**src/rtl/condlogic_it.sv**
```systemverilog
// condlogic_it: condition unit with grouped NZCV flags, a delayed flag-write
// pipe and an If-Then predication sequencer that overrides Cond for the
// instructions inside an IT block.
module condlogic_it #(
  parameter int FLAG_GROUPS = 2,
  parameter int FLAGW_DELAY = 1,
  parameter int MAX_IT      = 4
) (
  input  logic                     clk,
  input  logic                     reset,
  input  logic [3:0]               Cond,
  input  logic [3:0]               ALUFlags,
  input  logic [FLAG_GROUPS-1:0]   FlagW,
  input  logic                     PCS,
  input  logic                     NextPC,
  input  logic                     RegW,
  input  logic                     MemW,
  input  logic                     ITStart,
  input  logic [3:0]               ITCond,
  input  logic [$clog2(MAX_IT):0]  ITLen,
  input  logic [MAX_IT-1:0]        ITMask,
  input  logic                     InstrDone,
  output logic                     PCWrite,
  output logic                     RegWrite,
  output logic                     MemWrite,
  output logic                     CondEx,
  output logic [3:0]               Flags,
  output logic                     ITActive
);

  localparam int LENW = $clog2(MAX_IT) + 1;
  localparam int GW   = 4 / FLAG_GROUPS;

  localparam logic [0:0] IDLE   = 1'b0;
  localparam logic [0:0] ACTIVE = 1'b1;

  logic [0:0]             state;
  logic [3:0]             itcond_q;
  logic [MAX_IT-1:0]      itmask_q;
  logic [LENW-1:0]        itlen_q;
  logic [LENW-1:0]        it_idx;
  logic [MAX_IT-1:0]      mask_sh;
  logic [3:0]             eff_cond;
  logic                   it_start_ok;
  logic [FLAG_GROUPS-1:0] flagw_req;
  logic [FLAG_GROUPS-1:0] flag_load;

  // ARM condition-code evaluation on {N,Z,C,V}; 1111 treated as always.
  function automatic logic cond_pass(input logic [3:0] c, input logic [3:0] f);
    logic n, z, cf, v;
    n  = f[3];
    z  = f[2];
    cf = f[1];
    v  = f[0];
    case (c)
      4'b0000: cond_pass = z;
      4'b0001: cond_pass = ~z;
      4'b0010: cond_pass = cf;
      4'b0011: cond_pass = ~cf;
      4'b0100: cond_pass = n;
      4'b0101: cond_pass = ~n;
      4'b0110: cond_pass = v;
      4'b0111: cond_pass = ~v;
      4'b1000: cond_pass = cf & ~z;
      4'b1001: cond_pass = ~cf | z;
      4'b1010: cond_pass = ~(n ^ v);
      4'b1011: cond_pass = n ^ v;
      4'b1100: cond_pass = ~z & ~(n ^ v);
      4'b1101: cond_pass = z | (n ^ v);
      default: cond_pass = 1'b1;
    endcase
  endfunction

  // Select the condition in force: the decoder's Cond, or the IT slot's then/else condition.
  always_comb begin
    mask_sh  = itmask_q >> it_idx;
    eff_cond = Cond;
    if (state == ACTIVE) begin
      eff_cond = mask_sh[0] ? itcond_q : (itcond_q ^ 4'b0001);
    end
  end

  assign CondEx    = cond_pass(eff_cond, Flags);
  assign PCWrite   = (PCS & CondEx) | NextPC;
  assign RegWrite  = RegW & CondEx;
  assign MemWrite  = MemW & CondEx;
  assign ITActive  = (state == ACTIVE);
  assign flagw_req = FlagW & {FLAG_GROUPS{CondEx}};

  // AL/NV cannot open an IT block, and the length must be in 1..MAX_IT.
  assign it_start_ok = ITStart && (ITCond[3:1] != 3'b111) &&
                       (ITLen != '0) && (ITLen <= LENW'(MAX_IT));

  generate
    if (FLAGW_DELAY == 0) begin : g_nopipe
      assign flag_load = flagw_req;
    end else begin : g_pipe
      logic [FLAG_GROUPS-1:0] flagw_p [FLAGW_DELAY];

      // Delay the gated flag-write request; reset drops anything in flight.
      always_ff @(posedge clk or posedge reset) begin
        if (reset) begin
          for (int i = 0; i < FLAGW_DELAY; i++) flagw_p[i] <= '0;
        end else begin
          flagw_p[0] <= flagw_req;
          for (int i = 1; i < FLAGW_DELAY; i++) flagw_p[i] <= flagw_p[i-1];
        end
      end

      assign flag_load = flagw_p[FLAGW_DELAY-1];
    end
  endgenerate

  // Load each flag group from the ALU when its delayed write strobe arrives.
  always_ff @(posedge clk or posedge reset) begin
    if (reset) begin
      Flags <= '0;
    end else begin
      for (int b = 0; b < 4; b++) begin
        if (flag_load[b / GW]) Flags[b] <= ALUFlags[b];
      end
    end
  end

  // IT sequencer: latch the block on a legal start, step one slot per retired instruction.
  always_ff @(posedge clk or posedge reset) begin
    if (reset) begin
      state    <= IDLE;
      it_idx   <= '0;
      itcond_q <= '0;
      itmask_q <= '0;
      itlen_q  <= '0;
    end else begin
      case (state)
        IDLE: begin
          if (it_start_ok) begin
            state    <= ACTIVE;
            itcond_q <= ITCond;
            itmask_q <= ITMask | MAX_IT'(1);
            itlen_q  <= ITLen;
            it_idx   <= '0;
          end
        end
        ACTIVE: begin
          if (InstrDone) begin
            if (it_idx == itlen_q - LENW'(1)) begin
              state  <= IDLE;
              it_idx <= '0;
            end else begin
              it_idx <= it_idx + LENW'(1);
            end
          end
        end
        default: state <= IDLE;
      endcase
    end
  end

endmodule
```
**config.mk**
```make
export PLATFORM = sky130hd
export DESIGN_NAME = condlogic_it
export DESIGN_NICKNAME = d
export VERILOG_FILES = /design/src/rtl/condlogic_it.sv
export SDC_FILE = /design/constraint.sdc
export NUM_CORES = 1
export LEC_CHECK = 0
export ABC_AREA = 1
export CORE_UTILIZATION = 53
export CTS_BUF_LIST = sky130_fd_sc_hd__clkbuf_4
export CTS_CLUSTER_SIZE = 28
export DETAILED_ROUTE_END_ITERATION = 6
export GPL_TIMING_DRIVEN = 0
export PLACE_DENSITY = 0.92
export SYNTH_ARGS = -nofsm -noshare
export SYNTH_HDL_FRONTEND = slang
export SYNTH_SLANG_ARGS = --single-unit
```
**constraint.sdc**
```tcl
create_clock -name clk -period 3.13 [get_ports clk]
set_clock_uncertainty 0.2 [all_clocks]
set_input_delay 0.626 -clock clk [delete_from_list [all_inputs] [get_ports clk]]
set_output_delay 0.626 -clock clk [all_outputs]
set_load 0.02 [all_outputs]
```
# Yosys cells after proc, flatten, opt, wreduce, memory -nomap -nowiden
# Index checks and enable logic that the tools add are counted.
dict set report totals {
  regBits 21
  in_bits 29
  out_inout_bits 9
  wordCells 64
}
dict set report op_classes {
  n_addsub 2
  magnitude_cmp 1
  eq_ne 17
  shifts 1
  n_mux 11
  bitwise_logic 17
  reduce_logical 7
}
# operator count
set ops {}
lappend ops {{4-bit equality test, second input constant} 6}
lappend ops {{4-bit by 3-bit equality test with 1-bit output, second input constant} 4}
lappend ops {{1-bit one-hot mux with 14 select lines} 1}
lappend ops {{3-bit two-way mux} 3}
lappend ops {{4-bit by 2-bit equality test with 1-bit output, second input constant} 2}
lappend ops {{1-bit inverter} 7}
lappend ops {{3-bit one-hot mux with 2 select lines} 1}
lappend ops {{1-bit AND} 5}
lappend ops {{4-bit by 1-bit equality test with 1-bit output, second input constant} 1}
lappend ops {{4-bit logical NOT} 1}
lappend ops {{1-bit two-way mux} 4}
lappend ops {{4-bit two-way mux} 1}
lappend ops {{2-bit != test, second input constant} 2}
lappend ops {{2-bit AND reduction} 2}
lappend ops {{4-bit by 3-bit right shift with 1-bit output} 1}
lappend ops {{3-bit by 1-bit adder with 3-bit output, second input constant} 1}
lappend ops {{3-bit equality test} 1}
lappend ops {{3-bit less-or-equal comparator, second input constant} 1}
lappend ops {{1-bit logical AND} 3}
lappend ops {{3-bit != test, second input constant} 1}
lappend ops {{1-bit bitwise OR} 3}
lappend ops {{3-bit nonzero test} 1}
lappend ops {{3-bit by 1-bit subtractor with 3-bit output, second input constant} 1}
lappend ops {{2-bit AND} 1}
lappend ops {{other kinds (2)} 2}

# Logic depth before layout (Yosys ltp)
dict set report logic_depth {
  ltp_word 7
  depth_mapped 14
  depth_no_buf 14
}

# Least setup slack after synthesis
# No wires, ideal clock.
dict set report synth_timing {
  path_kind {reg2out}
  startpoint {reg state, in the netlist ITActive}
  endpoint {out MemWrite}
  arrival_ns 1.771
  t_required_ns 2.304
  slack_ns 0.533
  stages_incl_launch_ff 15
  path_buffers 1
  cell_sequence {dfrtp_1 buf_6 inv_6 or2_4 o21ai_4 nand2_2 o21ai_2 inv_2 nand3_1 nand3_1 nand2_1 inv_2 nand2_4 inv_4 nor2_2}
}
dict set report synth_via {
  elab_chain_cells 4
  word_cells_on_any_way 17
  classes_between {eq/ne (13); mux (2); bitwise (1); reduce/logical (1)}
}
# element line
set synth_rtl {}
lappend synth_rtl {{from (decl)} 37} ;# logic [0:0] state;
lappend synth_rtl {{from (signal assigned)} 128} ;# state <= IDLE;
lappend synth_rtl {{from (signal assigned)} 137} ;# state <= ACTIVE;
lappend synth_rtl {{from (signal assigned)} 147} ;# state <= IDLE;
lappend synth_rtl {{4-bit two-way mux (*)} 78} ;# if (state == ACTIVE) begin
lappend synth_rtl {{4-bit equality test (tied with other cells)} 55} ;# case (c)
lappend synth_rtl {{1-bit one-hot mux with 14 select lines (*)} 55}
lappend synth_rtl {{via CondEx} 26} ;# output logic CondEx,
lappend synth_rtl {{1-bit AND (*)} 86} ;# assign MemWrite = MemW & CondEx;
lappend synth_rtl {{to (decl)} 25} ;# output logic MemWrite,
# The timed path passes the listed nets; every way through them passes the cells marked *.

# Final worst setup path
dict set report layout_timing {
  startpoint {in Cond[1]}
  endpoint {out RegWrite}
}
dict set report layout_via {
  elab_chain_cells 4
  word_cells_on_any_way 17
  classes_between {eq/ne (13); mux (2); bitwise (1); reduce/logical (1)}
}
# element line
set layout_rtl {}
lappend layout_rtl {{from (decl)} 11} ;# input logic [3:0] Cond,
lappend layout_rtl {{4-bit two-way mux (*)} 78}
lappend layout_rtl {{4-bit equality test (tied with other cells)} 55}
lappend layout_rtl {{1-bit one-hot mux with 14 select lines (*)} 55}
lappend layout_rtl {{1-bit AND (*)} 85} ;# assign RegWrite = RegW & CondEx;
lappend layout_rtl {{to (decl)} 24} ;# output logic RegWrite,
# Mark *: on every way between the ends. The rest lies on a longest branch, timed or not.

==> results.md <==
* Highest attainable clock frequency at between 300 and 400 MHz
* Vias after detailed routing at 1222
* Pwr per Cell Area at approximately 1100 mW/mm2
* Maximum number of pins on one net before global-route repair at 22
* Layout cells sized above 1 at between 10% and 20%
* Main synth FF type: sky130_fd_sc_hd__dfrtp_1
* Total count of hold-check failures in the final report at 0
* Post-synthesis async set-or-reset flop share at 100%
* Worst-Margin Slew at roughly 790 ps
* Global-route wire length before repair at ~4.8 mm
* Cell type with the highest aggregate area in the netlist: sky130_fd_sc_hd__dfrtp_1
* Count of yosys warnings during synthesis at 0
* Fin crit share at a little over nine tenths
* Reported net switching power at 912 uW
* Proportion of power drawn by flip-flops and latches at 26.3%
* Unrepaired setup endpoints after global routing: false
* Number of global-route vias before repair at approximately 1.1k
* Initial antenna violation count at 0
* Peak VDD IR at just under 900 uV
* Num CTS Buffers at 3
* Final nets at between 200 and 250
* Final Wtd Congestion at approximately 0.86
* Count of pins over their slew limit at 0
* Starting density of the core at around 58%
* Number of nets produced by synthesis at roughly 200
* Cell variety after synth at 30
* Detailed-route wire length at around 3.1 mm
* Capturing element type of the critical path: primary output
* Type of the worst setup path: input pin to primary output
* Slack of the critical path at 91.3 ps
* Antenna diode count at 0
* Post-layout minimum cycle time at 3040 ps
* Part of the power in the clock network at between 7 and 8%
* Arrival time worst endpoint at ~2200 ps
* H-tree depth reported by CTS at 1
* Total die area at roughly 0.0027 mm2
* Post-synth EDFFs at 0
* Final ANT Viol Nets at 0
* DR iter-0 viols at 32
* Switching fraction of total power at around half
* Worst min-delay path startpoint: itmask_q[0]
* Share of the synthesized area in the top cell type at 39.9%
* Combinational power share at around 66%
* Chip Width at a little over 50 um
* Number of rows in the core area at 17
* Mapped Cells at 173
* Largest cells by area after synthesis: sky130_fd_sc_hd__dfrtp_1, sky130_fd_sc_hd__nand2_1, sky130_fd_sc_hd__inv_1, sky130_fd_sc_hd__nand3_1, sky130_fd_sc_hd__a21oi_1
* Int Power at 930 uW
* Area of the placeable core at approximately 0.0023 mm2
* Vertical extent of the die at just over 50 um
* Launching instance or port of the critical path: Cond[1]
* Routed length per instance at 12.6 um
* Max FO, Critical Path at 7
* Reg2Reg Launch Point: ITActive
* Area of the mapped netlist at 0.00132 mm2
* Sequential area share after synthesis at around two fifths
* Clock transition at the registers of the reported paths at 130 ps
* Final design utilization at 76.6%
* Post-CTS Hold Buffers at 0
* Port buffer count at 36
* #FFs+latches synth at 21
* GR Util All Layers at between 20% and 30%
* Root Driver: sky130_fd_sc_hd__clkbuf_4
* Leakage power summed over all cells at around 0.89 nW
* Via count normalized by instance count at roughly 5.0
* Insertion delay to the later sink of the worst-skew pair at 320 ps
* Total power at 1.84 mW
* Number of remaining DRC errors at 0
* Worst slew margin relative to its limit at ~47%
* First-pass DRT Iterations at 4
* Sum of negative setup slack at 0 ps
* Final HPWL DP at between 2 and 2.5 mm
* Max cap viols at 0
* Mean cell area of the mapped netlist at about 7.6 um2
* IO Count at 38
* Area growth syn-to-layout at 32.4%
* TritonCTS clock tree: built
* Number of cells on the worst hold path at 2
* Number of buffers between clock root and the deepest sink at 2
* Total grt overflow at 0
* Type of origin of the critical path: input pin
* Cell depth of the worst flop-to-flop path at 13
* Required time worst endpoint at between 2000 and 2500 ps
* Worst Hold Class: flip-flop to flip-flop
* Clk sinks at 21
* Result of the run: complete, no violations
* Pre-CTS worst setup slack at -347 ps
* Final setup violating endpoints at 0
path summary, 6_finish.rpt:
| kind | end | slack [ps] |
|---|---|---|
| max in group asynchronous | it_idx[0] | 1650 |
| worst max-delay path | RegWrite | 90 |
| min in group asynchronous | itlen_q[0] | 540 |
| worst max register to register | flag_load[1] | 1160 |
| worst min register to register | itmask_q[0] | 280 |
| worst min-delay path | itmask_q[0] | 280 |
kinds of logic (layout without fill, tap and decap cells):
kind of cell,count (synthesis),after routing,share of synthesized area (%)
simple gates,87,87,33.1
compound gates,23,23,10.6
buf+inv,35,77,11.1
xor+xnor,5,5,3.33
fa+ha+maj,2,2,1.90
flops,21,21,39.9
worst max-delay path, stage by stage:
cell,delay [ps]
sky130_fd_sc_hd__clkdlybuf4s50_1,450
sky130_fd_sc_hd__o21ai_4,290
sky130_fd_sc_hd__nand2_2,80
sky130_fd_sc_hd__o21ai_2,90
sky130_fd_sc_hd__nand3_1,100
sky130_fd_sc_hd__nand2_1,80
sky130_fd_sc_hd__nor2_2,50
sky130_fd_sc_hd__nor2_4,120
sky130_fd_sc_hd__nand2_4,80
sky130_fd_sc_hd__inv_4,80
sky130_fd_sc_hd__nor2_2,30
sky130_fd_sc_hd__buf_4,140
stage by stage:
stage | area (um2) | std cells | hold slack [ps]
2_1_floorplan | 1320 | 173 | 223
3_5_place_dp | 1710 | 237 | 248
6_report | 1740 | 243 | 276
3_3_place_gp | 1710 | 237 | 235
5_1_grt | 1740 | 243 | 291
4_1_cts | 1740 | 243 | 279
sequential cells by signal, summed over array words and instances, names as in the netlist:
name,count
Flags,4
ITActive,1
flag_load,2
it_idx,3
itcond_q,4
itlen_q,3
itmask_q,4
layout by cell type, fill, tap and decap left out, types with 3 or more instances in the layout:
master,synthesis,layout
sky130_fd_sc_hd__o21ai_0,8,8
sky130_fd_sc_hd__nand2_2,3,4
sky130_fd_sc_hd__clkdlybuf4s50_1,0,32
sky130_fd_sc_hd__inv_2,3,3
sky130_fd_sc_hd__xnor2_1,3,3
sky130_fd_sc_hd__nand2_1,41,40
sky130_fd_sc_hd__nor2_2,5,5
sky130_fd_sc_hd__nand3_1,17,17
sky130_fd_sc_hd__inv_1,26,26
sky130_fd_sc_hd__nor2_1,10,10
sky130_fd_sc_hd__a21oi_1,9,9
sky130_fd_sc_hd__dfrtp_1,21,20
sky130_fd_sc_hd__buf_4,0,4
sky130_fd_sc_hd__clkbuf_4,0,3
metal layers:
metal	track usage, %	wire (um)	vias up
met5	0	0	-
met1	30.4	1310	550
met4	8.56	55	0
met3	4.68	111	6
li1	-	-	630
met2	43.6	1580	36
synthesized netlist by cell type (3+ instances only):
cell type                 instances
sky130_fd_sc_hd__a21oi_1          9
sky130_fd_sc_hd__dfrtp_1         21
sky130_fd_sc_hd__inv_1           26
sky130_fd_sc_hd__inv_2            3
sky130_fd_sc_hd__nand2_1         41
sky130_fd_sc_hd__nand2_2          3
sky130_fd_sc_hd__nand3_1         17
sky130_fd_sc_hd__nor2_1          10
sky130_fd_sc_hd__nor2_2           5
sky130_fd_sc_hd__o21ai_0          8
sky130_fd_sc_hd__xnor2_1          3
power groups by stage:
| stage | clock [mW] | sequential [mW] | combinational [mW] |
|---|---|---|---|
| floorplan | 0 | 0.506 | 0.845 |
| global placement | 0 | 0.479 | 1.17 |
| detailed placement | 0 | 0.487 | 1.23 |
| CTS | 0.137 | 0.482 | 1.22 |
| global route | 0.147 | 0.502 | 1.34 |
| finish | 0.136 | 0.485 | 1.22 |
cell type report:
class | count | area [um2]
Inverter | 32 | 128
Clock buffer | 3 | 22.5
Multi-Input combinational cell | 117 | 647
Fill cell | 157 | 533
Sequential cell | 21 | 527
Tap cell | 28 | 35.0
Buffer | 3 | 18.8
Clock inverter | 1 | 5.00
Timing Repair Buffer | 38 | 360
repair_timing:
action	4_1_cts	5_1_grt
pin swaps	2	3
buffers inserted	2	0
endpoints found under the hold margin	0	0
gates resized for setup	14	5
endpoints found under the setup margin	4	4
gates cloned	0	0
Power figures use the tool's default switching activity.
